===== config.mk =====
export PLATFORM = sky130hd
export DESIGN_NAME = ut_control_unit_flat
export DESIGN_NICKNAME = d
export VERILOG_FILES = /design/src/rtl/ut_control_unit_if.sv /design/src/rtl/ut_control_unit.sv /design/src/flat_wrapper.sv
export SDC_FILE = /design/constraint.sdc
export NUM_CORES = 1
export LEC_CHECK = 0
export CORE_MARGIN = 2
export CORE_UTILIZATION = 35
export CTS_BUF_LIST = sky130_fd_sc_hd__clkbuf_4
export CTS_CLUSTER_DIAMETER = 200
export DETAILED_ROUTE_END_ITERATION = 6
export PLACE_DENSITY = 0.78
export SYNTH_ARGS = -nofsm -noshare
export SYNTH_HDL_FRONTEND = slang
export SYNTH_SLANG_ARGS = --single-unit

===== constraint.sdc =====
create_clock -name clk -period 1.4 [get_ports clk]
set_input_delay 0.21 -clock clk [delete_from_list [all_inputs] [get_ports clk]]
set_output_delay 0.21 -clock clk [all_outputs]
set_load 0.01 [all_outputs]

===== src/rtl/ut_control_unit_if.sv =====
// Bus between the UT control unit and its memory/datapath/PC neighbours.
// The master modport belongs to the control unit; the slave modport belongs to its environment.
interface ut_control_unit_if;
    logic       ce;
    logic [7:0] data_in;
    logic       carry;
    logic [5:0] pc_adr;
    logic [5:0] ir_adr;
    logic       clear_PC;
    logic       load_PC;
    logic       enable_PC;
    logic       sel_adr;
    logic       mem_ce;
    logic       mem_we;
    logic       load_ACC;
    logic       alu_op;
    logic       load_carry;
    logic       clear_carry;
    logic       halted;

    modport master (
        input  ce, data_in, carry, pc_adr,
        output ir_adr, clear_PC, load_PC, enable_PC, sel_adr, mem_ce, mem_we,
               load_ACC, alu_op, load_carry, clear_carry, halted
    );

    modport slave (
        output ce, data_in, carry, pc_adr,
        input  ir_adr, clear_PC, load_PC, enable_PC, sel_adr, mem_ce, mem_we,
               load_ACC, alu_op, load_carry, clear_carry, halted
    );
endinterface


===== src/rtl/ut_control_unit.sv =====
// Fetch/decode/execute sequencer for the UT accumulator processor.
// Optional macro UT_HALT_EN adds a HALT state entered by a taken self-loop JCC.
module ut_control_unit (
    input  logic                  clk,
    input  logic                  rst,
    ut_control_unit_if.master     bus
);

    typedef enum logic [2:0] {
        StInit,
        StFetch,
        StDecode,
        StExec,
        StAlu
`ifdef UT_HALT_EN
        , StHalt
`endif
    } state_t;

    localparam logic [1:0] OpNor = 2'b00;
    localparam logic [1:0] OpAdd = 2'b01;
    localparam logic [1:0] OpSta = 2'b10;
    localparam logic [1:0] OpJcc = 2'b11;

    state_t     r_state;
    state_t     w_state_next;
    logic [7:0] r_ir;
    logic [7:0] w_ir_next;

    logic w_active;
    logic w_clear_pc;
    logic w_load_pc;
    logic w_enable_pc;
    logic w_sel_adr;
    logic w_mem_ce;
    logic w_mem_we;
    logic w_load_acc;
    logic w_load_carry;
    logic w_clear_carry;

`ifdef UT_HALT_EN
    logic w_self_loop;
    // PC has already post-incremented past the JCC by the time it executes.
    assign w_self_loop = (r_ir[5:0] == (bus.pc_adr - 6'd1));
`else
    logic w_unused_pc;
    assign w_unused_pc = ^bus.pc_adr;
`endif

    always_ff @(posedge clk or negedge rst) begin
        if (!rst) begin
            r_state <= StInit;
            r_ir    <= 8'h00;
        end else if (bus.ce) begin
            r_state <= w_state_next;
            r_ir    <= w_ir_next;
        end
    end

    always_comb begin
        w_state_next  = r_state;
        w_ir_next     = r_ir;
        w_clear_pc    = 1'b0;
        w_load_pc     = 1'b0;
        w_enable_pc   = 1'b0;
        w_sel_adr     = 1'b0;
        w_mem_ce      = 1'b0;
        w_mem_we      = 1'b0;
        w_load_acc    = 1'b0;
        w_load_carry  = 1'b0;
        w_clear_carry = 1'b0;

        unique case (r_state)
            StInit: begin
                w_clear_pc   = 1'b1;
                w_enable_pc  = 1'b1;
                w_state_next = StFetch;
            end
            StFetch: begin
                w_mem_ce     = 1'b1;
                w_enable_pc  = 1'b1;
                w_state_next = StDecode;
            end
            StDecode: begin
                w_ir_next    = bus.data_in;
                w_state_next = StExec;
            end
            StExec: begin
                unique case (r_ir[7:6])
                    OpNor, OpAdd: begin
                        w_sel_adr    = 1'b1;
                        w_mem_ce     = 1'b1;
                        w_state_next = StAlu;
                    end
                    OpSta: begin
                        w_sel_adr    = 1'b1;
                        w_mem_ce     = 1'b1;
                        w_mem_we     = 1'b1;
                        w_state_next = StFetch;
                    end
                    OpJcc: begin
                        w_state_next = StFetch;
                        if (bus.carry) begin
                            w_clear_carry = 1'b1;
`ifdef UT_HALT_EN
                        end else if (w_self_loop) begin
                            w_state_next = StHalt;
`endif
                        end else begin
                            w_load_pc = 1'b1;
                        end
                    end
                    default: w_state_next = StFetch;
                endcase
            end
            StAlu: begin
                w_load_acc   = 1'b1;
                w_load_carry = r_ir[6];
                w_state_next = StFetch;
            end
`ifdef UT_HALT_EN
            StHalt: w_state_next = StHalt;
`endif
            default: w_state_next = StInit;
        endcase
    end

    // Strobes are forced low while frozen and while reset is held, even in INIT.
    assign w_active = bus.ce & rst;

    assign bus.clear_PC    = w_active & w_clear_pc;
    assign bus.load_PC     = w_active & w_load_pc;
    assign bus.enable_PC   = w_active & w_enable_pc;
    assign bus.sel_adr     = w_active & w_sel_adr;
    assign bus.mem_ce      = w_active & w_mem_ce;
    assign bus.mem_we      = w_active & w_mem_we;
    assign bus.load_ACC    = w_active & w_load_acc;
    assign bus.load_carry  = w_active & w_load_carry;
    assign bus.clear_carry = w_active & w_clear_carry;

    assign bus.ir_adr = r_ir[5:0];
    assign bus.alu_op = r_ir[6];

`ifdef UT_HALT_EN
    assign bus.halted = (r_state == StHalt);
`else
    assign bus.halted = 1'b0;
`endif

endmodule

===== src/flat_wrapper.sv =====
// flat-port wrapper written by rule: the top's interface ports become plain ports
module ut_control_unit_flat 
  (clk, rst, bus_ce, bus_data_in, bus_carry, bus_pc_adr, bus_ir_adr, bus_clear_PC, bus_load_PC, bus_enable_PC, bus_sel_adr, bus_mem_ce, bus_mem_we, bus_load_ACC, bus_alu_op, bus_load_carry, bus_clear_carry, bus_halted);
  ut_control_unit_if bus_i ();
  input  logic clk;
  input  logic rst;
  input wire logic [$bits(bus_i.ce)-1:0] bus_ce;
  input wire logic [$bits(bus_i.data_in)-1:0] bus_data_in;
  input wire logic [$bits(bus_i.carry)-1:0] bus_carry;
  input wire logic [$bits(bus_i.pc_adr)-1:0] bus_pc_adr;
  output wire logic [$bits(bus_i.ir_adr)-1:0] bus_ir_adr;
  output wire logic [$bits(bus_i.clear_PC)-1:0] bus_clear_PC;
  output wire logic [$bits(bus_i.load_PC)-1:0] bus_load_PC;
  output wire logic [$bits(bus_i.enable_PC)-1:0] bus_enable_PC;
  output wire logic [$bits(bus_i.sel_adr)-1:0] bus_sel_adr;
  output wire logic [$bits(bus_i.mem_ce)-1:0] bus_mem_ce;
  output wire logic [$bits(bus_i.mem_we)-1:0] bus_mem_we;
  output wire logic [$bits(bus_i.load_ACC)-1:0] bus_load_ACC;
  output wire logic [$bits(bus_i.alu_op)-1:0] bus_alu_op;
  output wire logic [$bits(bus_i.load_carry)-1:0] bus_load_carry;
  output wire logic [$bits(bus_i.clear_carry)-1:0] bus_clear_carry;
  output wire logic [$bits(bus_i.halted)-1:0] bus_halted;
  assign bus_i.ce = bus_ce;
  assign bus_i.data_in = bus_data_in;
  assign bus_i.carry = bus_carry;
  assign bus_i.pc_adr = bus_pc_adr;
  assign bus_ir_adr = bus_i.ir_adr;
  assign bus_clear_PC = bus_i.clear_PC;
  assign bus_load_PC = bus_i.load_PC;
  assign bus_enable_PC = bus_i.enable_PC;
  assign bus_sel_adr = bus_i.sel_adr;
  assign bus_mem_ce = bus_i.mem_ce;
  assign bus_mem_we = bus_i.mem_we;
  assign bus_load_ACC = bus_i.load_ACC;
  assign bus_alu_op = bus_i.alu_op;
  assign bus_load_carry = bus_i.load_carry;
  assign bus_clear_carry = bus_i.clear_carry;
  assign bus_halted = bus_i.halted;
  ut_control_unit u_core (.clk(clk), .rst(rst), .bus(bus_i));
endmodule

# == After elaboration in Yosys (flattened, before gate mapping) ==
# Index checks and enable logic that the tools add are counted.
# classes
n_eq_ne,7
muxes,17
bitwise,10
reduce_logical,8
# op_table
op,n
$mux 1,14
$pmux 3 s4,1
$and 1x1->1,10
$reduce_or 2->1,4
$eq 3x2->1 const B,2
$pmux 3 s2,1
$eq 2x2->1 const B,2
$eq 3x1->1 const B,1
$eq 3x3->1 const B,1
$logic_not 3->1,1
$reduce_or 3->1,1
$eq 2x1->1 const B,1
$logic_not 2->1,1
$pmux 1 s2,1
$reduce_and 2->1,1
# word_totals
ff_bits,11
out_inout_bits,17

# == Logic depth before layout (Yosys ltp) ==
# logic_depth
ltp_word,5
depth_mapped,4
mapped_depth_nobuf,2

# == Worst setup path after synthesis ==
# OpenSTA, ideal clock, no wires.
# synth_timing
kind,register to output
start,register u_core.r_state[2]
end,output port bus_mem_we
t_arrival_ps,1171
required_time_ps,1190
slack_ps,19
path_stages_with_launch,3
n_path_buf,0
cell_sequence,dfrtp_1 > nand3b_1 > nor4b_1
# synth_between
elab_chain_cells,3
# synth_lines
element,line_no,source
start: declaration,ut_control_unit.sv:25,state_t r_state;
start signal: assignment,ut_control_unit.sv:52,r_state <= StInit;
start signal: assignment,ut_control_unit.sv:55,r_state <= w_state_next;
$eq 3x2->1,ut_control_unit.sv:73,unique case (r_state)
$mux 1,ut_control_unit.sv:73,
$and 1x1->1,ut_control_unit.sv:136,assign bus.mem_we = w_active & w_mem_we;
end: declaration,flat_wrapper.sv:17,output wire logic [$bits(bus_i.mem_we)-1:0] bus_mem_we;
# No other way between the ends.

# == Worst setup path after layout ==
# Same ends and word-level chain as after synthesis.

==> key figures <==
CTS
  • Worst-path clk slew: 70 ps
  • Clock buffer depth: 2
  • H-Tree Depth: 1
  • Worst-Skew Late Latency: 260 ps
  • Root Buffer Master: clkbuf_4
  • CTS buffer count: 3
  • Clock sinks: 11
  • TritonCTS clock tree: built

Synth
  • Post-synthesis sequential area ratio: 0.427
  • Gate Count Post-Synth: 56
  • Number of synthesized flops with an enable pin: 0
  • Synth cell count leaders: 11 x dfrtp_1, 8 x buf_4, 8 x mux2_4
  • Avg Cell Area, Syn: 11.5 sq um
  • Asr flop ratio synth: 1.00
  • Top-count cell post-synth: dfrtp_1
  • Synth cell types: 24
  • Ys Warns: 0
  • Top cell type's share of synthesized area: 0.427
  • Yosys top cell by area: dfrtp_1
  • Ys flop type: dfrtp_1
  • Post-Syn Nets: 74
  • Synthesized area: 644 sq um
  • Flops & latches, synth: 11
  • Main area contributors after synthesis: dfrtp_1 43%, mux2_4 19%, buf_4 9.3%, nor4b_1 2.7%, nor3_1 2.3%

STA
  • Clk_skew: 3.99 ps
  • Worst setup margin: -327 ps
  • Final setup violation count: 16
  • Fmax: 579 MHz
  • Tcrit/Tclk final: 1.23
  • Crit path time final: 1730 ps
  • Max-slew violations: 0
  • Endpoints failing hold: 0
  • Final Hold Slack: 12.2 ps
  • Setup TNS: -1910 ps
  • RSZ-0062 raised after global routing: yes

Floorplan
  • Die area: 2200 sq um
  • # rows: 15
  • I/O pins: 35
  • Core Area: 1730 sq um
  • Die X-Extent: 46.9 um
  • Starting Density: 0.373
  • Die span in y: 46.9 um

Worst hold path
  • Worst Hold Class: input port to asynchronous set/reset pin

Routing
  • DR WL/cell: 12.8 um
  • Antenna viol nets, final: 0
  • WL final: 1520 um
  • 1st-pass router iterations: 4
  • Via density: 4.70
  • Iter 0 DRT Violations: 8
  • Post-route DRC: 0
  • Vias: 559

Final layout
  • Ratio of cells with drive above 1 in the final layout: 0.479
  • Diodes inserted: 0
  • Area growth, synth to finish: 62.3%
  • Fill cell count: 168
  • Layout Nets: 113

Global routing
  • Gr busiest metal: met2
  • Largest net degree at the start of global routing: 9
  • Initial antenna violation count: 0
  • First-pass GRT wire length: 2430 um
  • Met2 Use GR: 0.293
  • Grt ovf: 0
  • GRT met3 Usage: 0.0346
  • Vias in the first global route: 558
  • All-Layer GR Usage: 0.161
  • Met1 GRT Util: 0.180

Placement
  • Routability Congestion: 0.826
  • DP HPWL: 1080 um
  • Port Buffers: 27

Critical path
  • R2r setup slk: -30 ps
  • Crit end category: output port
  • Arrival time worst endpoint: 1520 ps
  • FF-to-FF Start: u_core.r_state[0]
  • Required time worst endpoint: 1190 ps
  • Startpoint types: flip-flop
  • CP max stage delay: 380 ps
  • Kind of critical path: flip-flop to output port
  • Worst path top cell family by delay: simple AND/OR/NAND/NOR gates
  • Worst Path Buf+Inv: 2
  • CP Cell Sequence: nand3b_1 > buf_4 > nor4b_4 > buf_2
  • Critical Path Fanout Max: 6
  • Slowest cell on crit path: dfrtp_1
  • Worst r2r path cells: 4
  • Reg2reg end: u_core.r_ir[1]

Outcome
  • Status: complete, but fails checks
  • Violated checks: negative setup slack

Power
  • VDD IR max: 0.823 mV
  • Power per cell area: 1790 nW/um^2
  • Leak: 0.501 nW

Job
  • Max-cap violations: 0
routing by layer:
| layer | vias up | share of wire |
|---|---|---|
| met5 | - | 0 |
| met4 | 0 | 0.0072 |
| met3 | 2 | 0.060 |
| met2 | 22 | 0.53 |
| met1 | 260 | 0.40 |
| li1 | 275 | - |
cells in the final DEF (no fill, tap or decap):
cell type and instances:
buf_12 1, nor4b_4 1, nor3_1 2, a21bo_2 1, and4bb_1 1, nor4b_1 1, o21ai_0 1, nor2_1 1
nor4_2 1, nand4b_1 1, dlymetal6s2s_1 2, nor3b_2 1, nor2b_1 1, conb_1 1, a311oi_1 1, buf_6 1
o22ai_1 2, dlygate4sd2_1 4, dfrtp_2 2, buf_2 8, inv_1 2, clkdlybuf4s50_1 13, dfrtp_1 9, a32o_1 1
nand3b_1 1, a21boi_0 1, nand3_1 2, mux2_4 8, nand2_1 2, buf_4 16, nor3_4 1, clkbuf_4 4
registers in the layout, indices dropped and copies added (netlist names):
| signal | flops |
|---|---|
| u_core.r_ir | 8 |
| u_core.r_state | 3 |
worst register-to-register path, stage by stage (launching register included):
cell      delay, ps
dfrtp_2         440
buf_6           130
and4bb_1        300
buf_12          150
mux2_4          300
area by class of cell:
class,count,area (sq um),area share
inverters,2,7.51,0.00718
clock buffers,4,30.0,0.0287
multi-input cells,32,318,0.304
repair buffers,45,382,0.365
well taps,25,31.3,0.0299
flip-flops and latches,11,278,0.266
how the worst max path moves through the flow:
stage | endpoint | slack [ps] | startpoint | cells past startpoint
global route | bus_mem_we | -400 | u_core.r_state[2] | 4
finish | bus_mem_we | -330 | u_core.r_state[2] | 4
global placement | bus_mem_we | -650 | bus_ce | 4
floorplan | bus_mem_we | 20 | u_core.r_state[2] | 2
detailed placement | bus_mem_we | -720 | bus_ce | 4
CTS | bus_mem_we | -310 | u_core.r_state[2] | 4
cells by family after synthesis:
family,Yosys count,synth area share
AND/OR/NAND/NOR,16,0.159
buffers and inverters,13,0.138
flip-flops,11,0.427
multiplexers,8,0.186
AO/OA/AOI/OAI,7,0.0835
other,1,0.00582
metrics by stage:
step	worst slack, ps	instance area, sq um	cells	util	total power [mW]
2_1_floorplan	19.4	644	56	-	1.21
3_3_place_gp	-645	975	110	0.564	1.53
3_5_place_dp	-724	975	110	0.564	1.55
4_1_cts	-311	1030	119	0.599	1.86
5_1_grt	-400	1050	119	0.606	1.98
6_report	-327	1050	119	0.606	1.87
what timing repair did:
| item | 4_1_cts | 5_1_grt |
|---|---|---|
| hold buffers | 0 | 0 |
| setup buffers | 5 | 0 |
| pin swaps | 6 | 1 |
| resized for setup | 44 | 4 |
| endpoints found under the setup margin | 18 | 19 |
where the power goes:
part | leakage (nW) | switching (mW) | internal (mW)
clock | 0.0184 | 0.0993 | 0.129
combinational | 0.352 | 0.381 | 0.648
sequential | 0.131 | 0.136 | 0.476
total | 0.501 | 0.616 | 1.25
Note: power is estimated with default switching activity, not from simulation.
